==> config.mk <==
export PLATFORM = sky130hd
export DESIGN_NAME = grf
export DESIGN_NICKNAME = d
export VERILOG_FILES = /design/src/rtl/grf_pkg.sv /design/src/rtl/grf_scoreboard.sv /design/src/rtl/grf.sv
export SDC_FILE = /design/constraint.sdc
export NUM_CORES = 2
export LEC_CHECK = 0
export CORE_MARGIN = 4
export CORE_UTILIZATION = 34
export CTS_CLUSTER_SIZE = 40
export DETAILED_ROUTE_END_ITERATION = 7
export GPL_TIMING_DRIVEN = 0
export PLACE_DENSITY_LB_ADDON = 0.2
export SYNTH_ARGS = -nofsm -noshare
export SYNTH_HDL_FRONTEND = slang
export SYNTH_HIERARCHICAL = 1
export SYNTH_SLANG_ARGS = --single-unit
==> constraint.sdc <==
create_clock -name clk -period 6.95 [get_ports clk]
set_input_delay 1.39 -clock clk [delete_from_list [all_inputs] [get_ports clk]]
set_output_delay 1.39 -clock clk [all_outputs]
set_load 0.05 [all_outputs]
==> src/rtl/grf_pkg.sv <==
// Shared CPU package for the general register file: default widths,
// the hard-wired zero register index and the register address type.
package grf_pkg;

  localparam int unsigned GRF_DATA_W = 32;
  localparam int unsigned GRF_ADDR_W = 5;

  // Register index that always reads as zero and ignores writes.
  localparam logic [GRF_ADDR_W-1:0] GRF_REG_ZERO = 5'd0;

  typedef logic [GRF_ADDR_W-1:0] reg_addr_t;

  // True when an address names a real (non-zero) register.
  function automatic logic grf_addr_live(input reg_addr_t addr);
    return (addr != GRF_REG_ZERO);
  endfunction

endpackage : grf_pkg

==> src/rtl/grf_scoreboard.sv <==
// Pending-bit tracker for the register file. One bit per register marks an
// issued instruction whose result has not yet been written back. An issue
// and a write-back to the same register in the same cycle leave the bit set,
// because the younger writer is still outstanding. Bit 0 is never set.
module grf_scoreboard
  import grf_pkg::*;
#(
  parameter int unsigned ADDR_W = GRF_ADDR_W
) (
  input  logic                   clk,
  input  logic                   reset,
  input  logic                   iss_en,
  input  logic [ADDR_W-1:0]      iss_addr,
  input  logic                   we,
  input  logic [ADDR_W-1:0]      wa,
  output logic [(1<<ADDR_W)-1:0] busy_vec
);

  localparam int unsigned NREG = 1 << ADDR_W;

  logic [NREG-1:0] r_busy;
  logic [NREG-1:0] w_busy_nxt;
  logic            w_iss_live;
  logic            w_wr_live;

  // Qualify issue and write-back strobes; register 0 takes part in neither.
  always_comb begin
    w_iss_live = iss_en && (iss_addr != ADDR_W'(GRF_REG_ZERO));
    w_wr_live  = we && (wa != ADDR_W'(GRF_REG_ZERO));
  end

  // Next pending state: set wins over clear, untouched bits hold.
  always_comb begin
    w_busy_nxt = r_busy;
    for (int i = 1; i < int'(NREG); i++) begin
      if (w_iss_live && (iss_addr == ADDR_W'(i))) begin
        w_busy_nxt[i] = 1'b1;
      end else if (w_wr_live && (wa == ADDR_W'(i))) begin
        w_busy_nxt[i] = 1'b0;
      end else begin
        w_busy_nxt[i] = r_busy[i];
      end
    end
    w_busy_nxt[0] = 1'b0;
  end

  // Pending-bit state register with synchronous reset.
  always_ff @(posedge clk) begin
    if (reset) begin
      r_busy <= '0;
    end else begin
      r_busy <= w_busy_nxt;
    end
  end

  assign busy_vec = r_busy;

endmodule : grf_scoreboard

==> src/rtl/grf.sv <==
// General register file: 2**ADDR_W registers, two combinational read ports,
// one write port, and a pending-bit scoreboard that raises stall when a read
// port names a register still awaiting its result.
// Optional feature macro: GRF_BYPASS_EN -- forwards same-cycle write data to
// matching read ports and treats the written register as no longer pending
// for the stall decision. Stored state is identical with or without it.
module grf
  import grf_pkg::*;
#(
  parameter int unsigned DATA_W = GRF_DATA_W,
  parameter int unsigned ADDR_W = GRF_ADDR_W
) (
  input  logic                   clk,
  input  logic                   reset,
  input  logic [ADDR_W-1:0]      ra1,
  output logic [DATA_W-1:0]      rd1,
  input  logic [ADDR_W-1:0]      ra2,
  output logic [DATA_W-1:0]      rd2,
  input  logic                   we,
  input  logic [ADDR_W-1:0]      wa,
  input  logic [DATA_W-1:0]      wd,
  input  logic                   iss_en,
  input  logic [ADDR_W-1:0]      iss_addr,
  output logic                   stall,
  output logic [(1<<ADDR_W)-1:0] busy_vec
);

  localparam int unsigned NREG = 1 << ADDR_W;
  localparam logic [ADDR_W-1:0] ZERO_IDX = ADDR_W'(GRF_REG_ZERO);

  logic [DATA_W-1:0] r_regs [NREG];
  logic [NREG-1:0]   w_busy;
  logic              w_wr_live;
  logic [DATA_W-1:0] w_st1;
  logic [DATA_W-1:0] w_st2;
  logic              w_byp1;
  logic              w_byp2;
  logic              w_pend1;
  logic              w_pend2;

  grf_scoreboard #(
    .ADDR_W   (ADDR_W)
  ) u_scoreboard (
    .clk      (clk),
    .reset    (reset),
    .iss_en   (iss_en),
    .iss_addr (iss_addr),
    .we       (we),
    .wa       (wa),
    .busy_vec (w_busy)
  );

  // A write only lands when it targets a real register.
  always_comb begin
    w_wr_live = we && (wa != ZERO_IDX);
  end

  // Register storage; reset clears every entry and blocks the write.
  always_ff @(posedge clk) begin
    if (reset) begin
      for (int i = 0; i < int'(NREG); i++) begin
        r_regs[i] <= '0;
      end
    end else if (w_wr_live) begin
      r_regs[wa] <= wd;
    end else begin
      r_regs[wa] <= r_regs[wa];
    end
  end

  // Stored-content read mux; register 0 is forced to zero.
  always_comb begin
    if (ra1 == ZERO_IDX) begin
      w_st1 = '0;
    end else begin
      w_st1 = r_regs[ra1];
    end
    if (ra2 == ZERO_IDX) begin
      w_st2 = '0;
    end else begin
      w_st2 = r_regs[ra2];
    end
  end

`ifdef GRF_BYPASS_EN
  // Same-cycle write-to-read match for each read port.
  always_comb begin
    w_byp1 = w_wr_live && (wa == ra1);
    w_byp2 = w_wr_live && (wa == ra2);
  end
`else
  // Without forwarding, reads never see in-flight write data.
  always_comb begin
    w_byp1 = 1'b0;
    w_byp2 = 1'b0;
  end
`endif

  // Read data: forwarded write data when matched, stored contents otherwise.
  always_comb begin
    if (w_byp1) begin
      rd1 = wd;
    end else begin
      rd1 = w_st1;
    end
    if (w_byp2) begin
      rd2 = wd;
    end else begin
      rd2 = w_st2;
    end
  end

  // Hazard detection: a read of a pending, non-forwarded register stalls.
  always_comb begin
    w_pend1 = (ra1 != ZERO_IDX) && w_busy[ra1] && !w_byp1;
    w_pend2 = (ra2 != ZERO_IDX) && w_busy[ra2] && !w_byp2;
    stall   = w_pend1 || w_pend2;
  end

  assign busy_vec = w_busy;

endmodule : grf

# Word-level counts from Yosys, hierarchy flattened
# Memories as Yosys holds them, arrays and structs flattened.
# Index checks and enable logic that the tools add are counted.
[op_classes] muxes=80 eq_ne=63 n_reduce_logical=106 magnitude_cmp=2 bitwise=1
[op_table] cell="equality test 5 bit, second input constant" count=32
[op_table] cell="two-way mux 32 bit" count=4
[op_table] cell="equality test 5 x 4 -> 1 bit, second input constant" count=16
[op_table] cell="two-way mux 1 bit" count=73
[op_table] cell="logical AND 1 bit" count=66
[op_table] cell="nonzero test 2 bit" count=31
[op_table] cell="equality test 5 x 3 -> 1 bit, second input constant" count=8
[op_table] cell="OR reduction 32 bit" count=1
[op_table] cell="equality test 5 x 2 -> 1 bit, second input constant" count=4
[op_table] cell="nonzero test 5 bit" count=4
[op_table] cell="< comparator 5 x 6 -> 1 bit, second input constant" count=2
[op_table] cell="binary-select mux 1 bit (select 5 bit)" count=2
[op_table] cell="equality test 5 x 1 -> 1 bit, second input constant" count=2
[op_table] cell="zero test 5 bit" count=2
[op_table] cell="two-way mux 5 bit" count=1
[op_table] cell="AND reduction 2 bit" count=1
[op_table] cell="logical OR 1 bit" count=1
[op_table] cell="inequality test 0 bit" count=1
[op_table] cell="bitwise OR 1 bit" count=1
[word_totals] regBits=32 memories=1 ramBits=1024
[mem_list] memory="r_regs" depth=32 word_bits=32 read_ports=2 rd_clocked_by_memory_dff=0 write_ports=32 line_no="grf.sv:31" rtl="logic [DATA_W-1:0] r_regs [NREG];"

# Logic depth before layout (Yosys ltp)
[depth] depth_word=9 depth_mapped=9 ltp_nobuf=5

# Hierarchy
# The synthesis kept the hierarchy.
[by_module_without_submodules] module="grf" cells_per_inst=3449 seq_area_each_um2=30749.5 area_per_inst_um2=54954.0 n_inst=1
[by_module_without_submodules] module="grf_scoreboard" cells_per_inst=139 seq_area_each_um2=620.6 area_per_inst_um2=1292.5 n_inst=1

# Least setup slack after synthesis
# Ideal clock, no wire load.
[synth_timing] path_type="input to output" startpoint="input port ra1[0]" endpoint="output port rd1[29]" stages=9 slack_ns=2.254 arrival_time_ns=3.306 cell_sequence="buf_2 > buf_6 > buf_4 > buf_4 > mux4_2 > nand2_1 > a21oi_1 > a21oi_1 > o21ai_1"
[synth_between] elab_chain_cells=2 elab_cells_between_ends=3
[synth_rtl] item="from (decl)" line_no="grf.sv:15" rtl="input logic [ADDR_W-1:0] ra1,"
[synth_rtl] item="memory read (32 x 32 bit) or zero test 5 bit (tied branches)"
[synth_rtl] item="two-way mux 32 bit *" line_no="grf.sv:73" rtl="if (ra1 == ZERO_IDX) begin"
[synth_rtl] item="to (decl)" line_no="grf.sv:16" rtl="output logic [DATA_W-1:0] rd1,"
# Mark *: on every way between the ends. The rest lies on a longest branch, timed or not.

# Final worst setup path
[layout_timing] startpoint="input port ra1[3]" endpoint="output port rd1[21]"
# Same word-level chain as after synthesis.

==> run metrics <==
status finished, violations left; failing checks negative setup slack; crit-path max cell delay 0.94 ns; Die Ht 415 microns; grt met2 use 38.8%; async set-reset flop share out of synthesis 0%; Via density 5.61; critical path depth in cells 7; synthesized flop and latch total 1055; reg-to-reg setup timing slack 6.17 ns; CTS Root Cell clkbuf_16; Cell Rows 149; required time worst endpoint 5.56 ns; number of I/O pins 153; CTS tree done; drt first-iter violations 3895; via count 34600; worst path cell trace clkdlybuf4s50_1 > clkdlybuf4s15_1 > clkbuf_2 > clkdlybuf4s15_1 > o211ai_1 > o21ai_1 > clkdlybuf4s50_1; GR Layer Usage met3 3.37%; core area 165000 sq um; switching power 4.30 mW; area grow syn2layout 14.0%; post-synth top area share 54.7%; global-route wire length before repair 285000 microns; Buffers on Ports 143; CTS Buf Count 112; # nets final 3932; Synth Warn # 6; crit path buf inv count 5; fin crit share 101%; Cells after Synth 3588; remaining antenna violation count 0; Die X 415 microns; Critical Path End Type output pin; Reg2Reg Depth 2; relative slew slack 11.0%; GRT Total Usage 23.8%; leakage 21.4 nW; clock share of power 37.9%; Slowest cell on crit path clkdlybuf4s50_1; fin crit period 7.01 ns; EDFF count, synth 1024; layout cell share with drive strength beyond 1 23.6%; worst-path fanout max 10; Final Setup Violations 3; vias in the first global route 34800; PD cells 247 nW/um^2; syn_area_per_cell 15.7 sq um; maximum capacitance violations 0; placed standard-cell area 60600 sq um; Crit Path Class in2out; sw frac 27.1%; timing-limited maximum frequency 143 MHz; antenna violations before repair 18; combinational power share 14.9%; Initial Util 34.2%; Crit path arrival time 5.62 ns; cts hold-fix bufs 0; met1 Resource Use GR 31.6%; RSZ-0062 raised after global routing no; P_int 11.6 mW; GRT busiest layer met2; DP HPWL 154000 microns; Residual DRC 0; H-Tree Depth 3; TNS Setup -0.0866 ns; Placement Setup Slack -0.566 ns; Routed WL per cell 33.8 microns; crit-path leading delay family buffers and inverters; worst skew pair latency 0.72 ns; Critical Path Source Type primary input; ranking of synthesized cells by area edfxtp_1 (55%), mux4_2 (25%), and2_1 (11%); Synth Flop Type edfxtp_1; Finished Cell Area 64100 sq um; drt first pass iters 5; Hold Path Stages 2; HP Class reg2reg; Seq/Total Area, Yosys 55.8%; Final Hold Fails 0; overall overflow remaining after global route 0; Synth Cell Area 56200 sq um; Clock Skew 0 ns; total wire length 208000 microns; clock sink count 1055; synth unique cells 41; GPL Wtd Cong 0.908; area leader, netlist edfxtp_1; Slew Viols, Final 0; Reg power frac 47.2%; worst setup margin -0.0554 ns; Worst-path clk slew 0.06 ns; largest net degree at the start of global routing 33; CTS Buffer Depth 3; fin util 39.0%; worst slew pin tran 1.33 ns; peak supply drop 0.216 mV; total die area 172000 sq um
-- cells in the mapped netlist (all sizes together), types with 31 or more instances --
cell type / number
edfxtp: 1024
and2: 992
mux4: 624
clkbuf: 254
nand2: 155
buf: 121
o21ai: 96
inv: 52
o211ai: 43
nor2: 36
or2: 32
dfxtp: 31
-- worst register-to-register path, cell delays in order, from the launching register on --
cell and delay (ns):
dfxtp_1 0.46, o311ai_1 0.16, o21ai_1 0.10
-- through the flow --
stage | hold WS (ns) | power (mW) | instances
after detailed placement | 0.514 | 9.95 | 5952
after global placement | 0.515 | 9.93 | 5951
after global routing | 0.568 | 16.3 | 6155
final | 0.522 | 15.9 | 6158
after floorplan | 0.712 | 8.94 | 3619
after CTS | 0.519 | 15.9 | 6152
-- power by group through the flow --
stage	Clock, mW	Combinational (mW)	Sequential (mW)
after CTS	6.07	2.34	7.48
after floorplan	0	1.39	7.55
after global routing	6.31	2.42	7.52
final	6.01	2.36	7.49
after detailed placement	0	2.34	7.61
after global placement	0	2.33	7.60
-- final timing paths --
check | endpoint | startpoint
worst min-delay path | u_scoreboard/busy_vec[24]$_SDFFE_PP0P_ | u_scoreboard/busy_vec[24]$_SDFFE_PP0P_
worst min register to register | u_scoreboard/busy_vec[24]$_SDFFE_PP0P_ | u_scoreboard/busy_vec[24]$_SDFFE_PP0P_
worst max-delay path | rd1[21] | ra1[3]
worst max register to register | u_scoreboard/busy_vec[20]$_SDFFE_PP0P_ | u_scoreboard/busy_vec[20]$_SDFFE_PP0P_
-- per-layer routing --
| layer | vias up | wire (microns) | share of wire (%) |
|---|---|---|---|
| met5 | - | 0 | 0 |
| met4 | 0 | 11100 | 5.3 |
| li1 | 14300 | - | - |
| met1 | 18400 | 82500 | 40 |
| met3 | 345 | 15000 | 7.2 |
| met2 | 1524 | 99700 | 48 |
-- registers in the layout, indices dropped and copies added (netlist names) --
register and cells:
u_scoreboard/busy_vec 31, r_regs 1024
-- cells in the final DEF (no fill, tap or decap), types with 3 or more instances in the layout --
cell type        netlist  layout
nand3b_1               6       6
nand2b_1               4       4
buf_2                 62      61
buf_6                 20      20
clkinvlp_4             0       5
a21oi_1               30      30
or2_2                 32      32
edfxtp_1            1024    1024
nor2b_1                6       6
mux2i_1               21      21
buf_4                 26      27
o211ai_1              43      43
and2_1               992     992
inv_1                 52      52
o21ai_1               95      95
nand4b_1               4       4
o311ai_1               7       7
clkinv_2               0      12
mux4_2               624     624
clkbuf_2               0       7
nand2_1              155     155
clkdlybuf4s15_1        0       3
buf_1                 13      11
clkbuf_1             254     266
nand4bb_1              4       4
mux2_2                14      14
diode_2                0       7
conb_1                 2      33
bufinv_16              0       9
clkinv_1               2      33
dfxtp_1               31      31
nor2_1                36      36
clkbuf_16              0     115
clkdlybuf4s50_1        0     143
nand3_1                9       9
-- final cells by class --
| type | count | area [sq um] |
|---|---|---|
| antenna | 7 | 17.5 |
| fill | 15300 | 100000 |
| multi-input combinational | 2135 | 23100 |
| buffer | 374 | 1760 |
| timing repair buffer | 144 | 1450 |
| clock inverter | 63 | 577 |
| sequential | 1055 | 31400 |
| tap | 2189 | 2740 |
| inverter | 54 | 203 |
| clock buffer | 137 | 2960 |
-- logic make-up (layout without fill, tap and decap cells) --
group,count (synthesis),after routing,synth area share [%]
muxes,659,659,25.6
other,2,40,0.0134
and+or+nand+nor,1261,1261,13.2
buffers and inverters,429,772,3.44
AOI/OAI and AO/OA,182,182,1.89
DFF,1055,1055,55.8
-- repair_timing --
item / 4_1_cts / 5_1_grt
setup buffers: 0 / 0
gates resized for setup: 10 / 2
setup endpoints to repair: 58 / 1
(Power assumes the default switching activity.)
